**config.mk**
```make
export PLATFORM = sky130hd
export DESIGN_NAME = insn_encoder_flat
export DESIGN_NICKNAME = d
export VERILOG_FILES = /design/src/rtl/insn_encoder_if.sv /design/src/rtl/insn_encoder.sv /design/src/flat_wrapper.sv
export SDC_FILE = /design/constraint.sdc
export NUM_CORES = 1
export LEC_CHECK = 0
export ABC_CLOCK_PERIOD_IN_PS = 3950
export BUFFER_PORTS_ARGS = -buffer_cell sky130_fd_sc_hd__buf_2
export CAP_MARGIN = 20
export CORE_ASPECT_RATIO = 0.9
export CORE_MARGIN = 2
export CORE_UTILIZATION = 45
export DETAILED_ROUTE_END_ITERATION = 16
export SLEW_MARGIN = 20
export SYNTH_ARGS = -nofsm -noshare
export SYNTH_HDL_FRONTEND = slang
export SYNTH_SLANG_ARGS = --single-unit
```
**constraint.sdc**
```tcl
create_clock -name clk -period 3.95 [get_ports clk]
set_input_delay 0 -clock clk [delete_from_list [all_inputs] [get_ports clk]]
set_output_delay 0 -clock clk [all_outputs]
set_load 0.02 [all_outputs]
```
**src/rtl/insn_encoder_if.sv**
```systemverilog
// Descriptor input channel and instruction-memory write channel of insn_encoder.
// Ports: op_* (descriptor, valid/ready), wr_* (address/data write, valid/ready).
// The slave modport is the encoder's view; master is the sequencer/memory side.
interface insn_encoder_if #(
    parameter int DWIDTH = 32,
    parameter int AWIDTH = 32
);
    // descriptor channel
    logic              op_valid;
    logic              op_ready;
    logic [3:0]        op_kind;
    logic [3:0]        alusel;
    logic [2:0]        funct3;
    logic [4:0]        rd;
    logic [4:0]        rs1;
    logic [4:0]        rs2;
    logic [DWIDTH-1:0] imm;
    logic              last;

    // instruction-memory write channel
    logic              wr_valid;
    logic              wr_ready;
    logic [AWIDTH-1:0] wr_addr;
    logic [DWIDTH-1:0] wr_data;

    modport master (
        output op_valid, op_kind, alusel, funct3, rd, rs1, rs2, imm, last,
        output wr_ready,
        input  op_ready,
        input  wr_valid, wr_addr, wr_data
    );

    modport slave (
        input  op_valid, op_kind, alusel, funct3, rd, rs1, rs2, imm, last,
        input  wr_ready,
        output op_ready,
        output wr_valid, wr_addr, wr_data
    );
endinterface

```
**src/rtl/insn_encoder.sv**
```systemverilog
// Packs RV32I instruction descriptors into 32-bit words and writes them to consecutive imem addresses.
// Latency: descriptor accepted at edge E (idle pipe) is presented on the write port after edge E+1.
// Backpressure: a stalled write holds the output register and FIFO; op_ready drops once DEPTH+1 are held.
//
// Ports:
//   clk, reset (sync, active-low), start_i  - clock, reset, program-load start (IDLE only)
//   bus (slave)  - op_* descriptor channel in, wr_* write channel out
//   done_o       - one-cycle pulse after the load has fully drained
//   err_o        - sticky illegal-descriptor flag, cleared by start_i
module insn_encoder #(
    parameter int                DWIDTH    = 32,
    parameter int                AWIDTH    = 32,
    parameter logic [AWIDTH-1:0] BASE_ADDR = AWIDTH'(32'h0100_0000),
    parameter int                DEPTH     = 4
) (
    input  logic          clk,
    input  logic          reset,
    input  logic          start_i,
    insn_encoder_if.slave bus,
    output logic          done_o,
    output logic          err_o
);

    // descriptor kinds
    localparam logic [3:0] K_RTYPE  = 4'd0;
    localparam logic [3:0] K_ITYPE  = 4'd1;
    localparam logic [3:0] K_LOAD   = 4'd2;
    localparam logic [3:0] K_STORE  = 4'd3;
    localparam logic [3:0] K_BRANCH = 4'd4;
    localparam logic [3:0] K_JAL    = 4'd5;
    localparam logic [3:0] K_JALR   = 4'd6;
    localparam logic [3:0] K_LUI    = 4'd7;
    localparam logic [3:0] K_AUIPC  = 4'd8;

    // ALU select codes shared with the decode stage
    localparam logic [3:0] ALU_ADD   = 4'd0;
    localparam logic [3:0] ALU_SUB   = 4'd1;
    localparam logic [3:0] ALU_SLL   = 4'd2;
    localparam logic [3:0] ALU_SLT   = 4'd3;
    localparam logic [3:0] ALU_SLTU  = 4'd4;
    localparam logic [3:0] ALU_XOR   = 4'd5;
    localparam logic [3:0] ALU_SRL   = 4'd6;
    localparam logic [3:0] ALU_SRA   = 4'd7;
    localparam logic [3:0] ALU_OR    = 4'd8;
    localparam logic [3:0] ALU_AND   = 4'd9;
    // 4'd10 is PCADD (auipc datapath); it has no R/I encoding, so it falls
    // into the "not encodable" default together with undefined codes.

    // major opcodes
    localparam logic [6:0] OP_RTYPE  = 7'b0110011;
    localparam logic [6:0] OP_ITYPE  = 7'b0010011;
    localparam logic [6:0] OP_LOAD   = 7'b0000011;
    localparam logic [6:0] OP_STORE  = 7'b0100011;
    localparam logic [6:0] OP_BRANCH = 7'b1100011;
    localparam logic [6:0] OP_JAL    = 7'b1101111;
    localparam logic [6:0] OP_JALR   = 7'b1100111;
    localparam logic [6:0] OP_LUI    = 7'b0110111;
    localparam logic [6:0] OP_AUIPC  = 7'b0010111;

    localparam logic [31:0] NOP_WORD = 32'h0000_0013;   // addi x0,x0,0

    localparam int PW = (DEPTH > 1) ? $clog2(DEPTH) : 1;

    typedef enum logic [1:0] {
        ST_IDLE  = 2'd0,
        ST_RUN   = 2'd1,
        ST_FLUSH = 2'd2
    } state_t;

    typedef struct packed {
        logic [3:0]        kind;
        logic [3:0]        alusel;
        logic [2:0]        funct3;
        logic [4:0]        rd;
        logic [4:0]        rs1;
        logic [4:0]        rs2;
        logic [DWIDTH-1:0] imm;
    } desc_t;

    state_t            state, state_nxt;
    logic              start_go;
    logic              done_nxt;

    desc_t             fifo_mem [DEPTH];
    logic [PW-1:0]     wptr, rptr;
    logic [PW:0]       count;
    logic              fifo_full, fifo_empty;
    logic              push, pop;

    logic              out_vld;
    logic [DWIDTH-1:0] out_dat;
    logic [AWIDTH-1:0] addr;
    logic              err_q;
    logic              done_q;
    logic              wr_fire;

    desc_t             head;
    logic [31:0]       imm32;
    logic [2:0]        alu_f3;
    logic [6:0]        alu_f7;
    logic              alu_ok;
    logic              alu_shift;
    logic [31:0]       enc_word;
    logic              enc_ill;

    // ---------------------------------------------------------------
    // Handshakes. op_ready depends only on registered state, never on
    // wr_ready, so a full FIFO refuses input even in a cycle it pops.
    // ---------------------------------------------------------------
    assign fifo_full  = (count == (PW+1)'(DEPTH));
    assign fifo_empty = (count == '0);

    assign bus.op_ready = (state == ST_RUN) && !fifo_full;
    assign push         = bus.op_valid && bus.op_ready;
    assign wr_fire      = out_vld && bus.wr_ready;
    // refill the output register whenever it is empty or draining this cycle
    assign pop          = !fifo_empty && (!out_vld || bus.wr_ready);

    assign bus.wr_valid = out_vld;
    assign bus.wr_addr  = addr;
    assign bus.wr_data  = out_dat;
    assign done_o       = done_q;
    assign err_o        = err_q;

    // ---------------------------------------------------------------
    // FSM
    // ---------------------------------------------------------------
    always_comb begin
        state_nxt = state;
        start_go  = 1'b0;
        done_nxt  = 1'b0;
        case (state)
            ST_IDLE: begin
                if (start_i) begin
                    state_nxt = ST_RUN;
                    start_go  = 1'b1;
                end
            end
            ST_RUN: begin
                if (push && bus.last) begin
                    state_nxt = ST_FLUSH;
                end
            end
            ST_FLUSH: begin
                if (fifo_empty && !out_vld) begin
                    state_nxt = ST_IDLE;
                    done_nxt  = 1'b1;
                end
            end
            default: state_nxt = ST_IDLE;
        endcase
    end

    // ---------------------------------------------------------------
    // ALU select -> funct3/funct7
    // ---------------------------------------------------------------
    always_comb begin
        alu_f3    = 3'b000;
        alu_f7    = 7'h00;
        alu_ok    = 1'b1;
        alu_shift = 1'b0;
        case (head.alusel)
            ALU_ADD:  alu_f3 = 3'b000;
            ALU_SUB:  begin alu_f3 = 3'b000; alu_f7 = 7'h20; end
            ALU_SLL:  begin alu_f3 = 3'b001; alu_shift = 1'b1; end
            ALU_SLT:  alu_f3 = 3'b010;
            ALU_SLTU: alu_f3 = 3'b011;
            ALU_XOR:  alu_f3 = 3'b100;
            ALU_SRL:  begin alu_f3 = 3'b101; alu_shift = 1'b1; end
            ALU_SRA:  begin alu_f3 = 3'b101; alu_f7 = 7'h20; alu_shift = 1'b1; end
            ALU_OR:   alu_f3 = 3'b110;
            ALU_AND:  alu_f3 = 3'b111;
            default:  alu_ok = 1'b0;
        endcase
    end

    // ---------------------------------------------------------------
    // Encoder on the FIFO head
    // ---------------------------------------------------------------
    always_comb begin
        head     = fifo_mem[rptr];
        imm32    = head.imm[31:0];
        enc_word = NOP_WORD;
        enc_ill  = 1'b0;
        case (head.kind)
            K_RTYPE: begin
                if (!alu_ok) enc_ill = 1'b1;
                else enc_word = {alu_f7, head.rs2, head.rs1, alu_f3, head.rd, OP_RTYPE};
            end
            K_ITYPE: begin
                if (!alu_ok || head.alusel == ALU_SUB) enc_ill = 1'b1;
                else if (alu_shift)
                    enc_word = {alu_f7, imm32[4:0], head.rs1, alu_f3, head.rd, OP_ITYPE};
                else
                    enc_word = {imm32[11:0], head.rs1, alu_f3, head.rd, OP_ITYPE};
            end
            K_LOAD: begin
                if (head.funct3 inside {3'd3, 3'd6, 3'd7}) enc_ill = 1'b1;
                else enc_word = {imm32[11:0], head.rs1, head.funct3, head.rd, OP_LOAD};
            end
            K_STORE: begin
                if (head.funct3 >= 3'd3) enc_ill = 1'b1;
                else enc_word = {imm32[11:5], head.rs2, head.rs1, head.funct3,
                                 imm32[4:0], OP_STORE};
            end
            K_BRANCH: begin
                if (head.funct3 inside {3'd2, 3'd3}) enc_ill = 1'b1;
                else enc_word = {imm32[12], imm32[10:5], head.rs2, head.rs1, head.funct3,
                                 imm32[4:1], imm32[11], OP_BRANCH};
            end
            K_JAL:   enc_word = {imm32[20], imm32[10:1], imm32[11], imm32[19:12],
                                 head.rd, OP_JAL};
            K_JALR:  enc_word = {imm32[11:0], head.rs1, 3'b000, head.rd, OP_JALR};
            K_LUI:   enc_word = {imm32[31:12], head.rd, OP_LUI};
            K_AUIPC: enc_word = {imm32[31:12], head.rd, OP_AUIPC};
            default: enc_ill  = 1'b1;
        endcase
        if (enc_ill) enc_word = NOP_WORD;
    end

    // ---------------------------------------------------------------
    // FIFO storage: contents need no reset, the pointers define validity
    // ---------------------------------------------------------------
    always_ff @(posedge clk) begin
        if (push) begin
            fifo_mem[wptr] <= '{kind:   bus.op_kind,
                                alusel: bus.alusel,
                                funct3: bus.funct3,
                                rd:     bus.rd,
                                rs1:    bus.rs1,
                                rs2:    bus.rs2,
                                imm:    bus.imm};
        end
    end

    // ---------------------------------------------------------------
    // Control state, FIFO pointers, output register, address, flags
    // ---------------------------------------------------------------
    always_ff @(posedge clk) begin
        if (!reset) begin
            state   <= ST_IDLE;
            wptr    <= '0;
            rptr    <= '0;
            count   <= '0;
            out_vld <= 1'b0;
            out_dat <= '0;
            addr    <= BASE_ADDR;
            err_q   <= 1'b0;
            done_q  <= 1'b0;
        end else begin
            state  <= state_nxt;
            done_q <= done_nxt;

            if (push) wptr <= wptr + PW'(1);
            if (pop)  rptr <= rptr + PW'(1);
            case ({push, pop})
                2'b10:   count <= count + (PW+1)'(1);
                2'b01:   count <= count - (PW+1)'(1);
                default: count <= count;
            endcase

            if (pop) begin
                out_vld <= 1'b1;
                out_dat <= DWIDTH'(enc_word);
                if (enc_ill) err_q <= 1'b1;
            end else if (wr_fire) begin
                out_vld <= 1'b0;
            end

            // start only happens in IDLE with an empty pipe, so it never
            // collides with a write or an illegal pop
            if (start_go) begin
                addr  <= BASE_ADDR;
                err_q <= 1'b0;
            end else if (wr_fire) begin
                addr <= addr + AWIDTH'(4);
            end
        end
    end

endmodule
```
**src/flat_wrapper.sv**
```systemverilog
// flat-port wrapper written by rule: the top's interface ports become plain ports
module insn_encoder_flat 
#(
    parameter int                DWIDTH    = 32,
    parameter int                AWIDTH    = 32,
    parameter logic [AWIDTH-1:0] BASE_ADDR = AWIDTH'(32'h0100_0000),
    parameter int                DEPTH     = 4
)
  (clk, reset, start_i, done_o, err_o, bus_op_valid, bus_op_kind, bus_alusel, bus_funct3, bus_rd, bus_rs1, bus_rs2, bus_imm, bus_last, bus_wr_ready, bus_op_ready, bus_wr_valid, bus_wr_addr, bus_wr_data);
  insn_encoder_if #(.DWIDTH(DWIDTH), .AWIDTH(AWIDTH)) bus_i ();
  input  logic clk;
  input  logic reset;
  input  logic start_i;
  output logic done_o;
  output logic err_o;
  input wire logic [$bits(bus_i.op_valid)-1:0] bus_op_valid;
  input wire logic [$bits(bus_i.op_kind)-1:0] bus_op_kind;
  input wire logic [$bits(bus_i.alusel)-1:0] bus_alusel;
  input wire logic [$bits(bus_i.funct3)-1:0] bus_funct3;
  input wire logic [$bits(bus_i.rd)-1:0] bus_rd;
  input wire logic [$bits(bus_i.rs1)-1:0] bus_rs1;
  input wire logic [$bits(bus_i.rs2)-1:0] bus_rs2;
  input wire logic [$bits(bus_i.imm)-1:0] bus_imm;
  input wire logic [$bits(bus_i.last)-1:0] bus_last;
  input wire logic [$bits(bus_i.wr_ready)-1:0] bus_wr_ready;
  output wire logic [$bits(bus_i.op_ready)-1:0] bus_op_ready;
  output wire logic [$bits(bus_i.wr_valid)-1:0] bus_wr_valid;
  output wire logic [$bits(bus_i.wr_addr)-1:0] bus_wr_addr;
  output wire logic [$bits(bus_i.wr_data)-1:0] bus_wr_data;
  assign bus_i.op_valid = bus_op_valid;
  assign bus_i.op_kind = bus_op_kind;
  assign bus_i.alusel = bus_alusel;
  assign bus_i.funct3 = bus_funct3;
  assign bus_i.rd = bus_rd;
  assign bus_i.rs1 = bus_rs1;
  assign bus_i.rs2 = bus_rs2;
  assign bus_i.imm = bus_imm;
  assign bus_i.last = bus_last;
  assign bus_i.wr_ready = bus_wr_ready;
  assign bus_op_ready = bus_i.op_ready;
  assign bus_wr_valid = bus_i.wr_valid;
  assign bus_wr_addr = bus_i.wr_addr;
  assign bus_wr_data = bus_i.wr_data;
  insn_encoder #(.DWIDTH(DWIDTH), .AWIDTH(AWIDTH), .BASE_ADDR(BASE_ADDR), .DEPTH(DEPTH)) u_core (.clk(clk), .reset(reset), .start_i(start_i), .bus(bus_i), .done_o(done_o), .err_o(err_o));
endmodule
```
==> metrics.md <==
| Metric | Value |
|---|---|
| Cell variety after synth | `69` |
| Critical Path End Type | `flip-flop` |
| Initial antenna violation count | `2` |
| YS warnings | `0` |
| Fmax | `321 MHz` |
| Via-to-Cell Ratio | `between 5 and 6` |
| CTS buffer count | `31` |
| Startpoint Class | `flip-flop` |
| RSZ-0062 raised after global routing | `no` |
| Initial Utilization | `~45%` |
| Die width | `approximately 180 um` |
| Setup CP Type | `reg2reg` |
| Clock transition at path regs | `about 0.060 ns` |
| Synthesized area | `around 12000 um^2` |
| Slowest-stage cell, CP | `o41ai_2` |
| Iter 0 DRT Violations | `653` |
| Tot GR Track Use | `a little under a fifth` |
| Leak Pwr | `between 5 and 6 nW` |
| Synth Register Bits | `approximately 300` |
| Slew Viols, Final | `0` |
| Clock sinks | `between 300 and 400` |
| Max-Slew Margin vs Limit | `between 30% and 40%` |
| Hold Fails Final Rpt | `0` |
| Hold Crit Start | `bus_op_valid` |
| Worst min path class | `in2reg` |
| CP required | `4.36 ns` |
| Setup bufs post-CTS | `0` |
| Register area share after synthesis | `69.7%` |
| ANT nets after route | `0` |
| Routed wire length | `26000 um` |
| Area Overhead vs Synth | `22.8%` |
| Final Wtd Congestion | `roughly 0.91` |
| CP max stage delay | `roughly 0.73 ns` |
| Status | `finished clean` |
| H-tree levels | `1` |
| Drt drc | `0` |
| Layout cells sized above 1 | `about a quarter` |
| Cell family with most CP delay | `compound AO/OA/AOI/OAI gates` |
| Post-Synthesis Cells | `760` |
| Clk_skew | `0.0144 ns` |
| Async S/R FF share, synth | `0%` |
| Mean Syn Cell Area | `~16 um^2` |
| Number of synthesized flops with an enable pin | `approximately 230` |
| Post-DP Area | `13200 um^2` |
| Die Area | `roughly 28000 um^2` |
| Core area | `approximately 27000 um^2` |
| Final hold slack | `between 0.03 and 0.04 ns` |
| Root buffer cell | `clkbuf_16` |
| Post-route cell area | `14900 um^2` |
| Port Buf Inserts | `129` |
| Fin crit share | `between 70% and 80%` |
| Worst skew pair latency | `0.56 ns` |
| Bufs and invs on worst path | `0` |
| 1st-pass router iterations | `5` |
| Die Y | `roughly 160 um` |
| Vias in the first global route | `just over 7000` |
| Largest net degree at the start of global routing | `approximately 60` |
| Maximum net fanout on the critical path | `16` |
| Setup_tns | `0 ns` |
| Setup violators final | `0` |
| Fillers | `2135` |
| Pwr dens | `roughly 570 nW/um^2` |
| Total congestion overflow | `0` |
| Tmin final | `about 3.1 ns` |
| Nets | `1038` |
| Worst slew pin tran | `1.00 ns` |
| CTS max path bufs | `3` |
| Row cnt | `57` |
| Wirelength per Cell | `approximately 19 um` |
| CTS tree | `built` |
| First-pass GRT wire length | `40600 um` |
| I/O pins | `between 100 and 150` |
| Fin util | `55.7%` |
| Arrival @ worst endpoint | `roughly 3.5 ns` |
| Hpwl dp | `approximately 16000 um` |
| Maxcap violations | `0` |
| Peak VDD IR | `about 0.35 mV` |
| CP Cell Sequence | `mux4_2, or4b_4, and3_1, o41ai_2, o221ai_1` |
| Top FF cell, synth | `edfxtp_1` |
| Vias | `just over 7000` |
worst paths after layout:
path,cells past startpoint,slack [ns],end
hold reg to reg,2,0.46,u_core.bus.wr_data[4]
hold / removal,4,0.04,u_core.state[1]
setup / recovery,5,0.83,u_core.bus.wr_data[18]
setup reg to reg,5,0.83,u_core.bus.wr_data[18]
worst reg2reg max path, stage by stage, from the launching register on:
cell      delay (ns)
dfxtp_4         0.55
mux4_2          0.66
or4b_4          0.58
and3_1          0.22
o41ai_2         0.73
o221ai_1        0.23
stage by stage:
stage / cells / setup WS [ns] / power, W
after CTS: 1345 / 0.820 / 0.00862
after detailed placement: 1225 / 0.854 / 0.00559
final: 1347 / 0.835 / 0.00855
after global routing: 1346 / 0.699 / 0.00892
after floorplan: 761 / 0.731 / 0.00507
after global placement: 1225 / 0.888 / 0.00558
Yosys cell counts, drive strengths merged, types with 10 or more instances:
master | instances | area share (%)
xor2 | 27 | 1.9
a21oi | 16 | 0.66
nand3 | 23 | 0.95
and3 | 10 | 0.51
buf | 13 | 0.79
nand2 | 48 | 1.5
edfxtp | 232 | 57
clkbuf | 20 | 0.62
nor2 | 50 | 1.5
o21ai | 15 | 0.62
inv | 26 | 0.80
dfxtp | 75 | 12
nand4 | 10 | 0.51
mux4 | 58 | 11
layout make-up:
| class | instances | area, um^2 | share of cell area (%) |
|---|---|---|---|
| inverters | 26 | 97.6 | 0.654 |
| multi-input cells | 395 | 3440 | 23.0 |
| repair buffers | 206 | 1430 | 9.59 |
| clock buffers | 37 | 798 | 5.35 |
| clock inverters | 20 | 241 | 1.62 |
| flip-flops and latches | 307 | 8470 | 56.8 |
| diodes | 2 | 5.00 | 0.0335 |
| well taps | 354 | 443 | 2.97 |
per-layer routing:
metal  part of all wire, %  vias up  GRT usage, %
li1                      -     3378             -
met1                    46     3613          27.3
met2                    46      218          29.4
met3                   5.6       40          2.93
met4                   2.1        0          4.06
met5                     0        -             0
power by group:
part           internal [W]  switching, W  leakage [nW]
sequential          0.00364      0.000132          2.71
combinational      0.000760       0.00104          2.04
clock               0.00177       0.00121         0.501
repair_timing:
action / in CTS / in global routing
hold buffers: 63 / 0
hold endpoints to repair: 244 / 0
resized for setup: 0 / 0
state kept, by name, summed over array words and instances (netlist names), named ones only:
| signal | flops |
|---|---|
| u_core.fifo_mem | 232 |
| u_core.bus.wr_data | 31 |
| u_core.bus.wr_addr | 30 |
| u_core.count | 3 |
| u_core.err_o | 1 |
| u_core.done_o | 1 |
| u_core.wptr | 2 |
| u_core.rptr | 2 |
| u_core.bus.wr_valid | 1 |
| u_core.state | 2 |
kinds of logic after synthesis:
logic type | after synthesis | synth area share (%)
flip-flops | 307 | 69.7
AND/OR/NAND/NOR | 199 | 8.31
XOR/XNOR | 33 | 2.38
adder cells (fa/ha/maj) | 8 | 0.864
multiplexers | 58 | 10.8
buffers and inverters | 59 | 2.21
other | 1 | 0.0308
AO/OA/AOI/OAI | 95 | 5.78
layout by cell type (no fill, tap or decap), types with 23 or more instances in the layout:
master / synthesis / routed
nand2_1: 48 / 48
edfxtp_1: 232 / 232
nor2_1: 50 / 50
clkbuf_16: 0 / 31
dfxtp_1: 75 / 73
inv_1: 26 / 26
nand3_1: 23 / 23
xor2_1: 27 / 27
dlygate4sd3_1: 0 / 63
mux4_2: 57 / 57
buf_2: 4 / 129
No activity file was read; power rests on OpenSTA's default activity.
